<file path="src/rtl/noc_pkg.sv">
// Shared definitions for the PE network interface: flit field offsets and eject verdicts.
// Layout, LSB first: dst_y, dst_x, src_y, src_x, data.
package noc_pkg;

    typedef enum logic [1:0] {
        RX_NONE,
        RX_ACCEPT,
        RX_MISROUTE,
        RX_OVERFLOW
    } rx_verdict_e;

    function automatic int unsigned dst_x_lsb(input int unsigned y_size);
        return y_size;
    endfunction

    function automatic int unsigned src_y_lsb(input int unsigned x_size, input int unsigned y_size);
        return x_size + y_size;
    endfunction

    function automatic int unsigned src_x_lsb(input int unsigned x_size, input int unsigned y_size);
        return x_size + 2 * y_size;
    endfunction

    function automatic int unsigned data_lsb(input int unsigned x_size, input int unsigned y_size);
        return 2 * x_size + 2 * y_size;
    endfunction

endpackage

</file>
<file path="src/rtl/noc_pe_interface_if.sv">
// Handshake bundle for the PE-side and switch-side links of noc_pe_interface.
// slave is the interface block's view; master is the PE/switch environment.
interface noc_pe_interface_if #(
    parameter int unsigned DATA_WIDTH = 8,
    parameter int unsigned X_SIZE     = 2,
    parameter int unsigned Y_SIZE     = 2
);
    localparam int unsigned TOTAL_WIDTH = 2 * X_SIZE + 2 * Y_SIZE + DATA_WIDTH;

    logic                   pe_tx_valid;
    logic                   pe_tx_ready;
    logic [DATA_WIDTH-1:0]  pe_tx_data;
    logic [X_SIZE-1:0]      pe_tx_dst_x;
    logic [Y_SIZE-1:0]      pe_tx_dst_y;

    logic                   sw_tx_valid;
    logic                   sw_tx_ready;
    logic [TOTAL_WIDTH-1:0] sw_tx_data;

    logic                   sw_rx_valid;
    logic                   sw_rx_ready;
    logic [TOTAL_WIDTH-1:0] sw_rx_data;

    logic                   pe_rx_valid;
    logic                   pe_rx_ready;
    logic [DATA_WIDTH-1:0]  pe_rx_data;
    logic [X_SIZE-1:0]      pe_rx_src_x;
    logic [Y_SIZE-1:0]      pe_rx_src_y;

    modport slave (
        input  pe_tx_valid, pe_tx_data, pe_tx_dst_x, pe_tx_dst_y,
        output pe_tx_ready,
        output sw_tx_valid, sw_tx_data,
        input  sw_tx_ready,
        input  sw_rx_valid, sw_rx_data,
        output sw_rx_ready,
        output pe_rx_valid, pe_rx_data, pe_rx_src_x, pe_rx_src_y,
        input  pe_rx_ready
    );

    modport master (
        output pe_tx_valid, pe_tx_data, pe_tx_dst_x, pe_tx_dst_y,
        input  pe_tx_ready,
        input  sw_tx_valid, sw_tx_data,
        output sw_tx_ready,
        output sw_rx_valid, sw_rx_data,
        input  sw_rx_ready,
        input  pe_rx_valid, pe_rx_data, pe_rx_src_x, pe_rx_src_y,
        output pe_rx_ready
    );
endinterface

</file>
<file path="src/rtl/noc_sync_fifo.sv">
// Single-clock FIFO with registered head; DEPTH must be a power of two so pointers wrap naturally.
module noc_sync_fifo #(
    parameter int unsigned WIDTH = 8,
    parameter int unsigned DEPTH = 4
) (
    input  logic             clk,
    input  logic             rstn,
    input  logic             push,
    input  logic [WIDTH-1:0] push_data,
    input  logic             pop,
    output logic             full,
    output logic             empty,
    output logic [WIDTH-1:0] head
);
    localparam int unsigned AW = $clog2(DEPTH);

    logic [WIDTH-1:0] mem [DEPTH];
    logic [AW-1:0]    wr_ptr;
    logic [AW-1:0]    rd_ptr;
    logic [AW:0]      count;
    logic             do_push;
    logic             do_pop;

    assign full    = (count == (AW + 1)'(DEPTH));
    assign empty   = (count == '0);
    assign do_push = push && !full;
    assign do_pop  = pop && !empty;
    assign head    = mem[rd_ptr];

    always_ff @(posedge clk) begin
        if (!rstn) begin
            wr_ptr <= '0;
            rd_ptr <= '0;
            count  <= '0;
        end else begin
            if (do_push) wr_ptr <= wr_ptr + 1'b1;
            if (do_pop)  rd_ptr <= rd_ptr + 1'b1;
            case ({do_push, do_pop})
                2'b10:   count <= count + 1'b1;
                2'b01:   count <= count - 1'b1;
                default: count <= count;
            endcase
        end
    end

    always_ff @(posedge clk) begin
        if (do_push) mem[wr_ptr] <= push_data;
    end
endmodule

</file>
<file path="src/rtl/noc_pe_interface.sv">
// Network interface between a mesh switch PE port and its local PE: packs/injects,
// filters/ejects flits, and keeps tx/rx/drop status counters.
module noc_pe_interface
    import noc_pkg::*;
#(
    parameter int unsigned X_COORD     = 0,
    parameter int unsigned Y_COORD     = 0,
    parameter int unsigned DATA_WIDTH  = 8,
    parameter int unsigned X_SIZE      = 2,
    parameter int unsigned Y_SIZE      = 2,
    parameter int unsigned TOTAL_WIDTH = 2 * X_SIZE + 2 * Y_SIZE + DATA_WIDTH,
    parameter int unsigned TX_DEPTH    = 4,
    parameter int unsigned RX_DEPTH    = 4,
    parameter int unsigned CNT_WIDTH   = 16
) (
    input  logic                  clk,
    input  logic                  rstn,
    noc_pe_interface_if.slave     bus,
    output logic [CNT_WIDTH-1:0]  tx_count,
    output logic [CNT_WIDTH-1:0]  rx_count,
    output logic [CNT_WIDTH-1:0]  drop_count
);
    localparam int unsigned RX_WIDTH  = DATA_WIDTH + X_SIZE + Y_SIZE;
    localparam int unsigned DX_LSB    = dst_x_lsb(Y_SIZE);
    localparam int unsigned SY_LSB    = src_y_lsb(X_SIZE, Y_SIZE);
    localparam int unsigned SX_LSB    = src_x_lsb(X_SIZE, Y_SIZE);
    localparam int unsigned D_LSB     = data_lsb(X_SIZE, Y_SIZE);
    localparam logic [X_SIZE-1:0] MY_X = X_SIZE'(X_COORD);
    localparam logic [Y_SIZE-1:0] MY_Y = Y_SIZE'(Y_COORD);

    logic                   tx_full;
    logic                   tx_empty;
    logic                   tx_push;
    logic                   tx_pop;
    logic [TOTAL_WIDTH-1:0] tx_flit;
    logic [TOTAL_WIDTH-1:0] tx_head;

    logic                   rx_full;
    logic                   rx_empty;
    logic                   rx_pop;
    logic                   dst_match;
    logic [RX_WIDTH-1:0]    rx_entry;
    logic [RX_WIDTH-1:0]    rx_head;
    rx_verdict_e            verdict;

    // Inject: pack and buffer; full blocks acceptance even if the head leaves this cycle.
    assign tx_flit         = {bus.pe_tx_data, MY_X, MY_Y, bus.pe_tx_dst_x, bus.pe_tx_dst_y};
    assign bus.pe_tx_ready = !tx_full;
    assign tx_push         = bus.pe_tx_valid && !tx_full;
    assign bus.sw_tx_valid = !tx_empty;
    assign bus.sw_tx_data  = tx_head;
    assign tx_pop          = bus.sw_tx_valid && bus.sw_tx_ready;

    noc_sync_fifo #(.WIDTH(TOTAL_WIDTH), .DEPTH(TX_DEPTH)) u_tx_fifo (
        .clk       (clk),
        .rstn      (rstn),
        .push      (tx_push),
        .push_data (tx_flit),
        .pop       (tx_pop),
        .full      (tx_full),
        .empty     (tx_empty),
        .head      (tx_head)
    );

    assign dst_match = (bus.sw_rx_data[DX_LSB +: X_SIZE] == MY_X) &&
                       (bus.sw_rx_data[0 +: Y_SIZE] == MY_Y);
    assign rx_entry  = {bus.sw_rx_data[D_LSB +: DATA_WIDTH],
                        bus.sw_rx_data[SX_LSB +: X_SIZE],
                        bus.sw_rx_data[SY_LSB +: Y_SIZE]};

    // Every presented flit is judged, including ones the switch pushes despite full.
    always_comb begin
        verdict = RX_NONE;
        if (bus.sw_rx_valid) begin
            if (!dst_match)   verdict = RX_MISROUTE;
            else if (rx_full) verdict = RX_OVERFLOW;
            else              verdict = RX_ACCEPT;
        end
    end

    assign bus.sw_rx_ready = !rx_full;
    assign bus.pe_rx_valid = !rx_empty;
    assign rx_pop          = bus.pe_rx_valid && bus.pe_rx_ready;
    assign bus.pe_rx_data  = rx_head[X_SIZE + Y_SIZE +: DATA_WIDTH];
    assign bus.pe_rx_src_x = rx_head[Y_SIZE +: X_SIZE];
    assign bus.pe_rx_src_y = rx_head[0 +: Y_SIZE];

    noc_sync_fifo #(.WIDTH(RX_WIDTH), .DEPTH(RX_DEPTH)) u_rx_fifo (
        .clk       (clk),
        .rstn      (rstn),
        .push      (verdict == RX_ACCEPT),
        .push_data (rx_entry),
        .pop       (rx_pop),
        .full      (rx_full),
        .empty     (rx_empty),
        .head      (rx_head)
    );

    always_ff @(posedge clk) begin
        if (!rstn) begin
            tx_count   <= '0;
            rx_count   <= '0;
            drop_count <= '0;
        end else begin
            if (tx_pop) tx_count <= tx_count + 1'b1;
            if (verdict == RX_ACCEPT) rx_count <= rx_count + 1'b1;
            if ((verdict == RX_MISROUTE || verdict == RX_OVERFLOW) && drop_count != '1)
                drop_count <= drop_count + 1'b1;
        end
    end
endmodule

</file>
<file path="src/flat_wrapper.sv">
// flat-port wrapper written by rule: the top's interface ports become plain ports
module noc_pe_interface_flat import noc_pkg::*;
#(
    parameter int unsigned X_COORD     = 0,
    parameter int unsigned Y_COORD     = 0,
    parameter int unsigned DATA_WIDTH  = 8,
    parameter int unsigned X_SIZE      = 2,
    parameter int unsigned Y_SIZE      = 2,
    parameter int unsigned TOTAL_WIDTH = 2 * X_SIZE + 2 * Y_SIZE + DATA_WIDTH,
    parameter int unsigned TX_DEPTH    = 4,
    parameter int unsigned RX_DEPTH    = 4,
    parameter int unsigned CNT_WIDTH   = 16
)
  (clk, rstn, tx_count, rx_count, drop_count, bus_pe_tx_valid, bus_pe_tx_data, bus_pe_tx_dst_x, bus_pe_tx_dst_y, bus_pe_tx_ready, bus_sw_tx_valid, bus_sw_tx_data, bus_sw_tx_ready, bus_sw_rx_valid, bus_sw_rx_data, bus_sw_rx_ready, bus_pe_rx_valid, bus_pe_rx_data, bus_pe_rx_src_x, bus_pe_rx_src_y, bus_pe_rx_ready);
  noc_pe_interface_if #(.DATA_WIDTH(DATA_WIDTH), .X_SIZE(X_SIZE), .Y_SIZE(Y_SIZE)) bus_i ();
  input  logic clk;
  input  logic rstn;
  output logic [CNT_WIDTH-1:0] tx_count;
  output logic [CNT_WIDTH-1:0] rx_count;
  output logic [CNT_WIDTH-1:0] drop_count;
  input wire logic [$bits(bus_i.pe_tx_valid)-1:0] bus_pe_tx_valid;
  input wire logic [$bits(bus_i.pe_tx_data)-1:0] bus_pe_tx_data;
  input wire logic [$bits(bus_i.pe_tx_dst_x)-1:0] bus_pe_tx_dst_x;
  input wire logic [$bits(bus_i.pe_tx_dst_y)-1:0] bus_pe_tx_dst_y;
  output wire logic [$bits(bus_i.pe_tx_ready)-1:0] bus_pe_tx_ready;
  output wire logic [$bits(bus_i.sw_tx_valid)-1:0] bus_sw_tx_valid;
  output wire logic [$bits(bus_i.sw_tx_data)-1:0] bus_sw_tx_data;
  input wire logic [$bits(bus_i.sw_tx_ready)-1:0] bus_sw_tx_ready;
  input wire logic [$bits(bus_i.sw_rx_valid)-1:0] bus_sw_rx_valid;
  input wire logic [$bits(bus_i.sw_rx_data)-1:0] bus_sw_rx_data;
  output wire logic [$bits(bus_i.sw_rx_ready)-1:0] bus_sw_rx_ready;
  output wire logic [$bits(bus_i.pe_rx_valid)-1:0] bus_pe_rx_valid;
  output wire logic [$bits(bus_i.pe_rx_data)-1:0] bus_pe_rx_data;
  output wire logic [$bits(bus_i.pe_rx_src_x)-1:0] bus_pe_rx_src_x;
  output wire logic [$bits(bus_i.pe_rx_src_y)-1:0] bus_pe_rx_src_y;
  input wire logic [$bits(bus_i.pe_rx_ready)-1:0] bus_pe_rx_ready;
  assign bus_i.pe_tx_valid = bus_pe_tx_valid;
  assign bus_i.pe_tx_data = bus_pe_tx_data;
  assign bus_i.pe_tx_dst_x = bus_pe_tx_dst_x;
  assign bus_i.pe_tx_dst_y = bus_pe_tx_dst_y;
  assign bus_pe_tx_ready = bus_i.pe_tx_ready;
  assign bus_sw_tx_valid = bus_i.sw_tx_valid;
  assign bus_sw_tx_data = bus_i.sw_tx_data;
  assign bus_i.sw_tx_ready = bus_sw_tx_ready;
  assign bus_i.sw_rx_valid = bus_sw_rx_valid;
  assign bus_i.sw_rx_data = bus_sw_rx_data;
  assign bus_sw_rx_ready = bus_i.sw_rx_ready;
  assign bus_pe_rx_valid = bus_i.pe_rx_valid;
  assign bus_pe_rx_data = bus_i.pe_rx_data;
  assign bus_pe_rx_src_x = bus_i.pe_rx_src_x;
  assign bus_pe_rx_src_y = bus_i.pe_rx_src_y;
  assign bus_i.pe_rx_ready = bus_pe_rx_ready;
  noc_pe_interface #(.X_COORD(X_COORD), .Y_COORD(Y_COORD), .DATA_WIDTH(DATA_WIDTH), .X_SIZE(X_SIZE), .Y_SIZE(Y_SIZE), .TOTAL_WIDTH(TOTAL_WIDTH), .TX_DEPTH(TX_DEPTH), .RX_DEPTH(RX_DEPTH), .CNT_WIDTH(CNT_WIDTH)) u_core (.clk(clk), .rstn(rstn), .bus(bus_i), .tx_count(tx_count), .rx_count(rx_count), .drop_count(drop_count));
endmodule
</file>
<file path="config.mk">
export PLATFORM = sky130hd
export DESIGN_NAME = noc_pe_interface_flat
export DESIGN_NICKNAME = d
export VERILOG_FILES = /design/src/rtl/noc_pkg.sv /design/src/rtl/noc_pe_interface_if.sv /design/src/rtl/noc_sync_fifo.sv /design/src/rtl/noc_pe_interface.sv /design/src/flat_wrapper.sv
export SDC_FILE = /design/constraint.sdc
export NUM_CORES = 1
export LEC_CHECK = 0
export CAP_MARGIN = 10
export CORE_UTILIZATION = 56
export CTS_CLUSTER_DIAMETER = 150
export DETAILED_ROUTE_END_ITERATION = 7
export GPL_TIMING_DRIVEN = 1
export PLACE_DENSITY = 0.85
export REMOVE_ABC_BUFFERS = 1
export SYNTH_ARGS = -nofsm -noshare
export SYNTH_HDL_FRONTEND = slang
export SYNTH_SLANG_ARGS = --single-unit
</file>
<file path="constraint.sdc">
create_clock -name clk -period 3.6 [get_ports clk]
set_input_delay 0.36 -clock clk [delete_from_list [all_inputs] [get_ports clk]]
set_output_delay 0.36 -clock clk [all_outputs]
set_load 0.02 [all_outputs]
</file>
==> impl_metrics.yaml <==
logic_synthesis:
  synth_xor_area_frac: 0.0286
  yosys.area_share.simple: 0.139
  synth_flop_cell: "edfxtp_1"
  synth-seq-cells: 162
  synth_top_family_by_area: "simple AND/OR/NAND/NOR gates"
  avgSynthCellArea_um2: 13.4
  netlist.area_leader.share: 0.428
  synth_mux_area_frac: 0.0937
  yosys-top-cells-area: "edfxtp_1 (43%), dfxtp_1 (20%), mux4_2 (8.0%)"
  async_reset_ff_frac: 0
  yosysWarningCount: 0
  syn_inst: 502
  synth_compound_area_frac: 0.0554
  yosysUniqueCellTypes: 49
  yosysSeqAreaShare: 0.624
  synth_edf_count: 96
  synthAdderAreaFrac: 0.0301
  synth_top_cell_by_area: "edfxtp_1"
  syn-cell-area_um2: 6730
power:
  clkPwrFrac: 0.385
  power_leakage_uw: 0.00281
  switching_power_uw: 1200
  power_density_nw_per_um2: 552
  seqPwrFrac: 0.460
  p_int_uw: 3510
  peakVddDrop_mv: 0.261
  switching_share: 0.255
  combPwrFrac: 0.155
setup_path:
  worstSetupPathType: "reg2out"
  cp_max_fo: 12
  cp-endpoint: "bus_sw_tx_data[15]"
  path_cells: "mux4_2, clkdlybuf4s50_1"
  rrSetupSlack_ns: 0.81
  worst_setup_path_end_kind: "output pin"
  critPathTopFamily: "flip-flops"
  worstPathRequired_ns: 3.24
  cpPeakStageDelay_ns: 0.84
  r2r-end: "u_core.u_tx_fifo.count[2]"
  r2r_start: "u_core.u_tx_fifo.count[2]"
  path_buf_inv: 1
  worst-path-stages: 2
  crit_arrival_ns: 2.44
  startpoint_type: "flip-flop"
  crit_slowest_cell: "dfxtp_1"
  reg2regPathDepth: 8
timing:
  grt_setup_unrepaired: "false"
  fin_crit_sh: 0.778
  fin_crit_ns: 2.80
  finalHoldViolCount: 0
  max_freq_ghz: 0.357
  slew_violations: 0
  setup_viol: 0
  slew_headroom: 0.383
  fin_setup_tns_ns: 0
  tightest_slew_ns: 0.925
  clock_skew_ns: 0.00916
route:
  vias_per_cell: 5.83
  drcViolationCount: 8
  ant_nets: 0
  routed_wirelength_um: 13600
  dr.first_iter.drc_count: 250
  drt_first_pass_iters: 7
  dr_total_vias: 4503
  post_drt_wl_per_cell_um: 17.6
cells_and_area:
  finalNetCount: 665
  num_antenna_cells: 0
  drive_gt1_frac: 0.111
  syn_to_final_growth_pct: 26.8
  nFillCells: 738
  instances_no_fill: 772
cts:
  clockBufferDepth: 2
  clock_latency_ns: 0.42
  cts_made_buffers: 17
  post-cts-setup-buffers: 0
  cts.sink_count: 162
  htreeDepth: 4
  root_buffer: "clkbuf_16"
  cts_tree: "yes"
  post_cts_resized: 0
  holdBufCountCts: 0
  clkTransAtPathRegs_ns: 0.07
global_routing:
  grt_overflow: 0
  antenna_found_initial: 0
  grt_pass1_vias: 4539
  grt_max_degree: 55
  grtUsageTotal: 0.231
  grt_pass1_wl_um: 22200
placed_design:
  gp_congestion: 0.842
  dp.cells: 740
  numPortBuffers: 109
  place_hpwl_um: 8980
outcome:
  outcome: "finished, violations left"
  violations: "DRC"
floorplanning:
  start_util: 0.582
  die_h_um: 112
  die_w_um: 112
  num_rows: 39
  core_area_um2: 11600
  die-area_um2: 12500
  io_pins: 114
min_path:
  min_path_type: "reg2reg"
job:
  drv_cap: 0
==> placed cells by master (no fill, tap or decap), types with 3 or more instances in the layout <==
| master | netlist | routed |
|---|---|---|
| ha_1 | 13 | 13 |
| nand3_1 | 14 | 14 |
| mux4_2 | 24 | 24 |
| inv_1 | 16 | 16 |
| nor2_1 | 27 | 27 |
| and4_1 | 3 | 3 |
| and3_1 | 15 | 15 |
| o21ai_0 | 13 | 13 |
| clkinvlp_4 | 0 | 4 |
| and2_2 | 4 | 4 |
| buf_4 | 4 | 4 |
| conb_1 | 1 | 4 |
| nand4_1 | 14 | 14 |
| mux2i_1 | 9 | 9 |
| nor4_1 | 7 | 7 |
| xnor2_1 | 10 | 10 |
| nand2b_1 | 9 | 9 |
| edfxtp_1 | 96 | 96 |
| or4_1 | 13 | 13 |
| nand2_1 | 33 | 33 |
| o31ai_1 | 11 | 11 |
| nor3_1 | 3 | 3 |
| clkbuf_16 | 0 | 17 |
| dfxtp_1 | 66 | 66 |
| clkdlybuf4s50_1 | 0 | 109 |
| or3_1 | 12 | 12 |
| xor2_1 | 12 | 12 |
| a21oi_1 | 30 | 30 |
==> cell families (layout without fill, tap and decap cells) <==
group	count (synthesis)	count (layout)
adder cells (fa/ha/maj)	15	15
flip-flops	162	162
multiplexers	33	33
buffers and inverters	41	165
AO/OA/AOI/OAI	63	63
other	1	4
XOR/XNOR	22	22
AND/OR/NAND/NOR	165	165
==> metrics by stage <==
stage | util | power [uW] | worst slack [ns] | hold slack, ns | area (um^2)
floorplan | - | 2620 | 1.17 | 0.459 | 6630
global placement | 0.686 | 2910 | 0.869 | 0.460 | 7930
detailed placement | 0.686 | 2940 | 0.759 | 0.464 | 7930
CTS | 0.738 | 4760 | 0.707 | 0.475 | 8540
global route | 0.738 | 4890 | 0.533 | 0.497 | 8540
finish | 0.738 | 4710 | 0.797 | 0.474 | 8540
==> layout make-up <==
type	instances	area (um^2)	share of cell area
Tap cell	143	179	0.0210
Sequential cell	162	4200	0.493
Clock inverter	12	148	0.0173
Inverter	20	77.6	0.00909
Clock buffer	20	457	0.0535
Timing Repair Buffer	113	1120	0.131
Multi-Input combinational cell	302	2350	0.275
==> worst min-delay path by stage <==
stage,startpoint,endpoint,depth (start not counted)
finish,u_core.rx_count[15],u_core.rx_count[15],2
global route,u_core.rx_count[15],u_core.rx_count[15],2
CTS,u_core.rx_count[15],u_core.rx_count[15],2
floorplan,bus_sw_rx_data[4],u_core.u_rx_fifo.mem[0][0],0
global placement,u_core.rx_count[15],u_core.rx_count[15],2
detailed placement,u_core.rx_count[15],u_core.rx_count[15],2
==> worst reg2reg max path: cells and delay by family, from the launching register on <==
kind                       cells  cell delay [ns]
buffers and inverters          2             0.52
xor gates and xnor gates       1             0.07
adders and majority gates      2             0.52
and+or+nand+nor                1             0.32
DFF                            1             0.34
AOI/OAI and AO/OA              2             0.94
==> layer usage <==
metal	share of wire	track usage	wire [um]	vias up
met4	0.012	0.0838	161	0
li1	-	-	-	2131
met3	0.064	0.0762	865	13
met2	0.51	0.393	6860	148
met1	0.42	0.274	5700	2211
met5	0	0	0	-
==> synth_stat cells, drive strengths merged (2+ instances only) <==
library cell,number
edfxtp,96
dfxtp,66
nand2,33
a21oi,30
nor2,27
mux4,24
inv,19
and3,15
nand3,14
nand4,14
o21ai,14
ha,13
or4,13
clkbuf,12
or3,12
xor2,12
o31ai,11
xnor2,10
buf,9
mux2i,9
nand2b,9
nor4,9
and2,5
and4,3
nor3,3
fa,2
nand4b,2
nor3b,2
o31a,2
o41ai,2
or3b,2
==> flip-flops by register name (all words and copies together), names as in the netlist, 3 cells and up, named ones only <==
name,cells
u_core.u_rx_fifo.count,3
u_core.u_tx_fifo.count,3
u_core.u_rx_fifo.mem,48
u_core.drop_count,16
u_core.tx_count,16
u_core.u_tx_fifo.mem,48
u_core.rx_count,16
==> power groups by stage <==
stage          clock, uW  combinational (uW)  sequential (uW)
6_report            1810                 730             2170
5_1_grt             1910                 789             2190
4_1_cts             1850                 737             2170
3_5_place_dp           0                 731             2210
3_3_place_gp           0                 709             2200
2_1_floorplan          0                 431             2190
No activity file was read; power rests on OpenSTA's default activity.
